### config.mk
export PLATFORM = sky130hd
export DESIGN_NAME = display_arbiter
export DESIGN_NICKNAME = d
export VERILOG_FILES = /design/src/rtl/display_arbiter.sv
export SDC_FILE = /design/constraint.sdc
export NUM_CORES = 1
export LEC_CHECK = 0
export ABC_CLOCK_PERIOD_IN_PS = 2700
export BUFFER_PORTS_ARGS = -buffer_cell sky130_fd_sc_hd__buf_2
export CAP_MARGIN = 20
export CORE_MARGIN = 4
export CORE_UTILIZATION = 45
export CTS_CLUSTER_DIAMETER = 80
export CTS_CLUSTER_SIZE = 16
export DETAILED_ROUTE_END_ITERATION = 7
export GPL_TIMING_DRIVEN = 0
export PLACE_DENSITY = 0.81
export SLEW_MARGIN = 5
export SYNTH_ARGS = -nofsm -noshare
export SYNTH_HDL_FRONTEND = slang
export SYNTH_SLANG_ARGS = --single-unit
### constraint.sdc
create_clock -name clk -period 2.7 [get_ports clk]
set_clock_uncertainty 0.15 [all_clocks]
set_input_delay 0.81 -clock clk [delete_from_list [all_inputs] [get_ports clk]]
set_output_delay 0.81 -clock clk [all_outputs]
set_load 0.02 [all_outputs]
### src/rtl/display_arbiter.sv
// Purpose: round-robin arbiter granting one of three requesters the 4-digit seven-segment display.
// Latency: 1 cycle from sampled req to grant/big_bin; each grant lasts at least HOLD_TICKS tick pulses.
// Backpressure: none; requests are level-sensitive and simply wait, and a grant is never preempted.
module display_arbiter #(
    parameter int unsigned HOLD_TICKS = 8
) (
    input  logic        clk,
    input  logic        reset,
    input  logic        tick,
    input  logic [2:0]  req,
    input  logic [19:0] frame0,
    input  logic [19:0] frame1,
    input  logic [19:0] frame2,
    output logic [2:0]  grant,
    output logic [19:0] big_bin,
    output logic        done,
    output logic        busy
);

    typedef enum logic [1:0] {
        S_IDLE    = 2'd0,
        S_HOLD    = 2'd1,
        S_RELEASE = 2'd2
    } state_t;

    // Four dash glyphs (code 18) shown whenever nobody owns the display.
    localparam logic [19:0] DASHES = 20'h94A52;

    // The counter holds ticks already seen; the tick that would bring it to
    // HOLD_TICKS is the expiry tick, so we compare against HOLD_TICKS-1 and
    // decide on that same cycle instead of one cycle later.
    localparam logic [7:0]  HOLD_LAST = 8'(HOLD_TICKS - 1);

    // Codes above 19 are not drawable glyphs; show them as blank (19).
    function automatic logic [4:0] clean_glyph(input logic [4:0] code);
        return (code > 5'd19) ? 5'd19 : code;
    endfunction

    function automatic logic [19:0] clean_frame(input logic [19:0] f);
        logic [19:0] r;
        r = '0;
        for (int i = 0; i < 4; i++) begin
            r[i*5 +: 5] = clean_glyph(f[i*5 +: 5]);
        end
        return r;
    endfunction

    // Round-robin search starting just after the last owner.
    // Result is {found, index}.
    function automatic logic [2:0] rr_pick(input logic [2:0] r, input logic [1:0] last);
        logic [1:0] idx;
        logic       found;
        logic [2:0] res;
        res   = 3'b000;
        found = 1'b0;
        for (int k = 1; k <= 3; k++) begin
            idx = 2'((int'(last) + k) % 3);
            if (!found && r[idx]) begin
                found = 1'b1;
                res   = {1'b1, idx};
            end
        end
        return res;
    endfunction

    state_t      state_q, state_d;
    logic [2:0]  grant_q, grant_d;
    logic [1:0]  gidx_q, gidx_d;
    logic [19:0] big_bin_q, big_bin_d;
    logic [7:0]  cnt_q, cnt_d;
    logic [1:0]  last_q, last_d;

    logic [2:0]  pick;
    logic        win_vld;
    logic [1:0]  win_idx;
    logic [19:0] win_frame;
    logic [19:0] own_frame;
    logic        own_req;
    logic        other_req;

    assign pick    = rr_pick(req, last_q);
    assign win_vld = pick[2];
    assign win_idx = pick[1:0];

    // Frame of the round-robin winner, already sanitised.
    always_comb begin
        win_frame = clean_frame(frame0);
        case (win_idx)
            2'd1:    win_frame = clean_frame(frame1);
            2'd2:    win_frame = clean_frame(frame2);
            default: win_frame = clean_frame(frame0);
        endcase
    end

    // Frame of the current owner, already sanitised.
    always_comb begin
        own_frame = clean_frame(frame0);
        case (gidx_q)
            2'd1:    own_frame = clean_frame(frame1);
            2'd2:    own_frame = clean_frame(frame2);
            default: own_frame = clean_frame(frame0);
        endcase
    end

    assign own_req   = req[gidx_q];
    assign other_req = |(req & ~grant_q);

    // State and datapath registers; reset drops the grant at once without a done pulse.
    always_ff @(posedge clk or negedge reset) begin
        if (!reset) begin
            state_q   <= S_IDLE;
            grant_q   <= 3'b000;
            gidx_q    <= 2'd0;
            big_bin_q <= DASHES;
            cnt_q     <= 8'd0;
            last_q    <= 2'd2;
        end else begin
            state_q   <= state_d;
            grant_q   <= grant_d;
            gidx_q    <= gidx_d;
            big_bin_q <= big_bin_d;
            cnt_q     <= cnt_d;
            last_q    <= last_d;
        end
    end

    // Next-state logic: arbitration, hold timing, and display loading.
    always_comb begin
        state_d   = state_q;
        grant_d   = grant_q;
        gidx_d    = gidx_q;
        big_bin_d = big_bin_q;
        cnt_d     = cnt_q;
        last_d    = last_q;

        case (state_q)
            S_IDLE: begin
                big_bin_d = DASHES;
                if (win_vld) begin
                    state_d   = S_HOLD;
                    grant_d   = 3'b001 << win_idx;
                    gidx_d    = win_idx;
                    big_bin_d = win_frame;
                    cnt_d     = 8'd0;
                end
            end

            S_HOLD: begin
                // Track the owner's frame while it keeps asking; freeze otherwise.
                if (own_req) begin
                    big_bin_d = own_frame;
                end
                if (tick) begin
                    if (cnt_q == HOLD_LAST) begin
                        cnt_d = 8'd0;
                        // Hand over if anyone else waits or the owner has gone;
                        // a lone persistent owner simply renews its hold.
                        if (other_req || !own_req) begin
                            state_d = S_RELEASE;
                            grant_d = 3'b000;
                            last_d  = gidx_q;
                        end
                    end else begin
                        cnt_d = cnt_q + 8'd1;
                    end
                end
            end

            S_RELEASE: begin
                if (win_vld) begin
                    state_d   = S_HOLD;
                    grant_d   = 3'b001 << win_idx;
                    gidx_d    = win_idx;
                    big_bin_d = win_frame;
                    cnt_d     = 8'd0;
                end else begin
                    state_d   = S_IDLE;
                    big_bin_d = DASHES;
                end
            end

            default: begin
                state_d   = S_IDLE;
                grant_d   = 3'b000;
                big_bin_d = DASHES;
                cnt_d     = 8'd0;
            end
        endcase
    end

    assign grant   = grant_q;
    assign big_bin = big_bin_q;
    assign done    = (state_q == S_RELEASE);
    assign busy    = (state_q != S_IDLE);

endmodule

==> After elaboration in Yosys (flattened, before gate mapping) <==
Index checks and enable logic that the tools add are counted.
{ "totals": {"reg_bits": 37, "out_inout_bits": 25, "in_bits": 66} }
{ "op_classes": {"bitwise_logic": 2, "add_sub_neg": 4, "mux": 45, "shifts": 1, "n_lt_le_gt_ge": 16, "n_eq_ne": 13, "n_div": 3, "reduce_logical": 15} }
{ "op_table": {"columns": ["operator", "n"], "rows": [
  ["one-hot mux 20 bit (2 select lines)", 3],
  ["remainder unit 32 x 3 -> 32 bit (second input constant)", 3],
  ["greater-than comparator 5 bit (second input constant)", 12],
  ["two-way mux 5 bit", 12],
  ["two-way mux 20 bit", 2],
  ["two-way mux 8 bit", 3],
  ["two-way mux 3 bit", 7],
  ["one-hot mux 8 bit (2 select lines)", 1],
  ["less-than comparator 2 x 3 -> 1 bit (second input constant)", 4],
  ["AND reduction 4 bit", 3],
  ["!= test 2 bit (second input constant)", 5],
  ["adder 8 x 1 -> 8 bit (second input constant)", 1],
  ["binary-select mux 1 bit (select 2 bit)", 4],
  ["== test 8 x 3 -> 1 bit (second input constant)", 1],
  ["two-way mux 2 bit", 4],
  ["two-way mux 1 bit", 7],
  ["adder 2 x 2 -> 3 bit (second input constant)", 2],
  ["== test 2 x 1 -> 1 bit (second input constant)", 3],
  ["== test 2 bit (second input constant)", 3],
  ["one-hot mux 2 bit (3 select lines)", 1],
  ["one-hot mux 3 bit (2 select lines)", 1],
  ["AND reduction 2 bit", 2],
  ["adder 2 x 1 -> 3 bit (second input constant)", 1],
  ["AND 3 bit", 1],
  ["10 further kinds", 13]
]} }

==> Longest topological paths before layout <==
{ "depth": {"ltp_word": 15, "mapped_depth": 14, "depth_no_buf": 13} }

==> Worst setup path before layout <==
No wires, ideal clock.
{ "synth_timing": {"path_type": "reg-to-reg", "from": "reg last_q[0]", "to": "reg big_bin_q[19] (netlist: big_bin[19])", "stages_incl_launch_ff": 14, "period_less_slack_ps": 2960, "path_slack_ps": -260, "arrival_time_ps": 2717, "cell_sequence": "dfrtp_1 inv_1 ha_1 mux2i_1 o22a_1 nand4b_1 a21o_1 ha_1 inv_1 clkbuf_1 clkbuf_1 nor2_1 a211oi_1 a21oi_1"} }
{ "synth_via": {"elab_chain_len": 15, "elab_cells_between_ends": 26, "classes_between": "add/sub: 3; div: 3; eq/ne: 2; mux: 14; reduce/logical: 4"} }
{ "synth_rtl": {"columns": ["element", "line_no", "text"], "rows": [
  ["start: declaration", "71", "logic [1:0] last_q, last_d;"],
  ["start signal: assignment", "123", "last_q <= last_d;"],
  ["adder 2 x 1 -> 3 bit", "57", "idx = 2'((int'(last) + k) % 3);"],
  ["remainder unit 32 x 3 -> 32 bit", "57", null],
  ["binary-select mux 1 bit (select 2 bit)", "58", "if (!found && r[idx]) begin"],
  ["two-way mux 1 bit (not written as such)", "58", null],
  ["two-way mux 1 bit", "58", null],
  ["logical NOT 1 bit", "58", null],
  ["logical AND 1 bit", "58", null],
  ["two-way mux 1 bit", "58", null],
  ["logical NOT 1 bit", "58", null],
  ["logical AND 1 bit", "58", null],
  ["two-way mux 3 bit *", "58", null],
  ["== test 2 bit / == test 2 x 1 -> 1 bit (equally long branches)", "88", "case (win_idx)"],
  ["one-hot mux 20 bit (2 select lines)", "88", null],
  ["two-way mux 20 bit *", "139, 170", null],
  ["one-hot mux 20 bit (2 select lines) *", "136", "case (state_q)"],
  ["end signal: assignment", "121", "big_bin_q <= big_bin_d;"],
  ["end: declaration", "69", "logic [19:0] big_bin_q, big_bin_d;"]
]} }
Mark *: on every way between the ends. The rest lies on a longest branch, timed or not. The select of a mux whose other input is x is not followed.
A chain may end at the register's enable or synchronous reset.

==> Worst setup path after layout <==
{ "layout_timing": {"from": "reg last_q[1]", "to": "reg big_bin_q[5] (netlist: big_bin[5])"} }
The elaborated chain is that of the path after synthesis.

==> metrics.cfg <==
[run_status]
outcome=complete, but fails checks
violations=setup timing

[min_path]
hold-path-cell-count=2
hold_class=reg -> reg
min_from=big_bin[14]
min_to=big_bin[14]

[synth]
yosysUniqueCellTypes=45
ys_seq_area_share_pct=31.10
synth_edf_count=0
postSynthAreaPerCell_sq_um=8.121
synth_flop_cell=dfrtp_1
ys_warn_count=0
synth_seq_cells=37
syn-num-nets=446
syn_area_sq_mm=0.003013
synthArstFlopShare_pct=100.0
syn_inst=371

[routing]
routed_via_density=6.775
drt-total-wl_mm=11.24
ant_nets=0
drcViolationCount=0
via_count=3740
routedWlPerCell_um=20.36
first_iter_violations=419
first_pass_iters=5

[cells_and_area]
syn_to_final_growth_pct=32.52
fin_nets=549
antennaDiodeCount=0
fin_util_pct=62.17
layout_commonest_cell=buf_2
final_cells=552
layout-drive-gt1-share_pct=34.95
layout_common_cells=buf_2 (93), o21ai_0 (31), nand2_1 (29), dfrtp_1 (28), a21oi_1 (21)
fillers=543

[cts]
clk_path_buf_depth=2
numCtsBuffers=5
cts_hold_buf=0
cts-root-buf=clkbuf_8
cts_tree=built
clk_latency_ps=300
cts.htree.levels=2
clk_pin_slew_ps=80
cts.sinks=37

[global_routing]
grt_usage_pct=26.18
grt_antenna_before_repair=0
grt_pass1_wl_mm=17.34
grt_max_degree=38
grt_overflow=0
grt_pass1_vias=3596

[setup_path]
r2r_slack_ps=-190
reg2reg_to=big_bin[5]
reg2reg_from=last_q[1]
required_ps=2690
critPathArrivalTime_ps=2890
critPathKind=reg -> reg
crit_fanout=10
start_kind=flip-flop
crit_path_end_kind=flip-flop
reg2reg_depth=11

[floorplan]
die_y_um=89.83
core_area_sq_mm=0.006422
initial_core_util_pct=46.91
dieArea_sq_mm=0.008069
fp-row-count=29
io_pins=91
die_w_um=89.83

[placed_design]
port_buffers=90
place_congestion=0.8938
placed_cells=538
hpwl_mm=7.700

[sta]
worst_slack_ps=-192.9
maxSlewViolCount=0
finalSetupTns_ps=-2059
worst_pin_slew_ps=863.9
rsz0062_at_grt=yes
setup_viol=20
timing.final.crit_period_ps=2893
relSlewSlack_pct=42.41
fmax_mhz=345.7
timing.final.crit_share_pct=107.1
finalHoldViolCount=0

[pwr]
p_per_area_mw_per_mm2=1403
vdd_drop_max_mv=0.6399
leakagePower_nw=1.699

[job]
drv_cap=0

-- routing by layer --
metal  vias to the layer above  part of all wire (%)  global-route usage [%]
met5                         -                     0                       0
met4                         0                   4.6                   14.18
met1                      1721                    38                   33.05
met2                       298                    45                   40.98
met3                        77                    12                   6.761
li1                       1644                     -                       -
-- flip-flops by register name (all words and copies together), names as in the netlist --
name / count
last_q: 2
grant: 3
cnt_q: 8
state_q: 2
gidx_q: 2
big_bin: 20
-- where the power goes --
| group | total (W) | internal (W) | switching (W) |
|---|---|---|---|
| clock | 0.000403 | 0.000182 | 0.000221 |
| sequential | 0.00101 | 0.000841 | 0.000172 |
| combinational | 0.00419 | 0.00179 | 0.00239 |
-- critical path: stages (launching register included) --
cell,delay [ps]
dfstp_2,570
ha_4,230
mux2i_2,210
o22a_1,220
nand4b_1,130
a21o_4,260
ha_4,300
clkbuf_8,190
clkbuf_16,180
nand3_1,100
o31ai_2,90
o22ai_1,110
-- cell type report --
class | count | area (sq um) | area share, %
Sequential cell | 37 | 937.1 | 23.47
Multi-Input combinational cell | 302 | 2163 | 54.18
Buffer | 20 | 156.4 | 3.917
Clock buffer | 7 | 76.32 | 1.912
Clock inverter | 1 | 5.005 | 0.1254
Tap cell | 77 | 96.34 | 2.413
Inverter | 10 | 40.04 | 1.003
Timing Repair Buffer | 98 | 518.0 | 12.97
-- worst max path at each step --
stage	endpoint	startpoint	slack (ps)
floorplan	big_bin[19]	req[1]	-2
global placement	big_bin[14]	req[1]	-600
detailed placement	big_bin[16]	req[1]	-670
CTS	big_bin[11]	last_q[1]	-70
global route	big_bin[5]	last_q[1]	-240
finish	big_bin[5]	last_q[1]	-190
-- kinds of logic (layout without fill, tap and decap cells) --
| logic type | Yosys count | in the layout | share of synthesized area, % |
|---|---|---|---|
| AOI/OAI and AO/OA | 175 | 175 | 39.70 |
| adders and majority gates | 9 | 9 | 3.738 |
| buffers and inverters | 32 | 136 | 4.152 |
| DFF | 37 | 37 | 31.10 |
| muxes | 6 | 6 | 1.993 |
| and+or+nand+nor | 112 | 112 | 19.31 |
-- what timing repair did --
item                       4_1_cts  5_1_grt
setup endpoints to repair       22       20
setup buffers                    5        1
pin swaps                       13        3
gates resized for setup         34       22
cloned                           1        1
-- cells in the mapped netlist (all sizes together), types with 2 or more instances --
cell / number / area [sq um]
buf: 4 / 20.02
nor2b: 20 / 125.1
nor3: 17 / 96.35
a22oi: 5 / 37.54
o21ai: 34 / 170.2
o22a: 2 / 17.52
inv: 10 / 37.53
nand3b: 2 / 15.01
a41oi: 2 / 17.52
and2: 2 / 12.51
nand2b: 10 / 62.56
a31oi: 9 / 56.30
nand2: 29 / 108.9
nand4b: 2 / 17.52
a21oi: 23 / 115.1
o22ai: 18 / 112.6
dfstp: 9 / 236.5
dfrtp: 28 / 700.7
o211ai: 2 / 20.02
ha: 9 / 112.6
nand3: 6 / 30.03
a311oi: 6 / 52.55
o21a: 15 / 112.6
o2111a: 2 / 22.52
a22o: 4 / 35.03
a21o: 9 / 67.56
nor2: 19 / 73.82
a211oi: 16 / 120.1
a221oi: 19 / 166.4
o31ai: 6 / 45.04
clkbuf: 18 / 67.56
mux2i: 6 / 60.06
-- through the flow --
step | area (sq um) | hold WS (ps) | setup slack (ps) | power (W)
floorplan | 3045 | 320.5 | -1.626 | 0.003315
global placement | 3592 | 293.4 | -596.6 | 0.004140
detailed placement | 3592 | 298.9 | -670.4 | 0.004230
CTS | 3884 | 310.4 | -71.40 | 0.005190
global route | 3993 | 330.0 | -237.5 | 0.005894
finish | 3993 | 306.9 | -192.9 | 0.005601
Note: power is estimated with default switching activity, not from simulation.
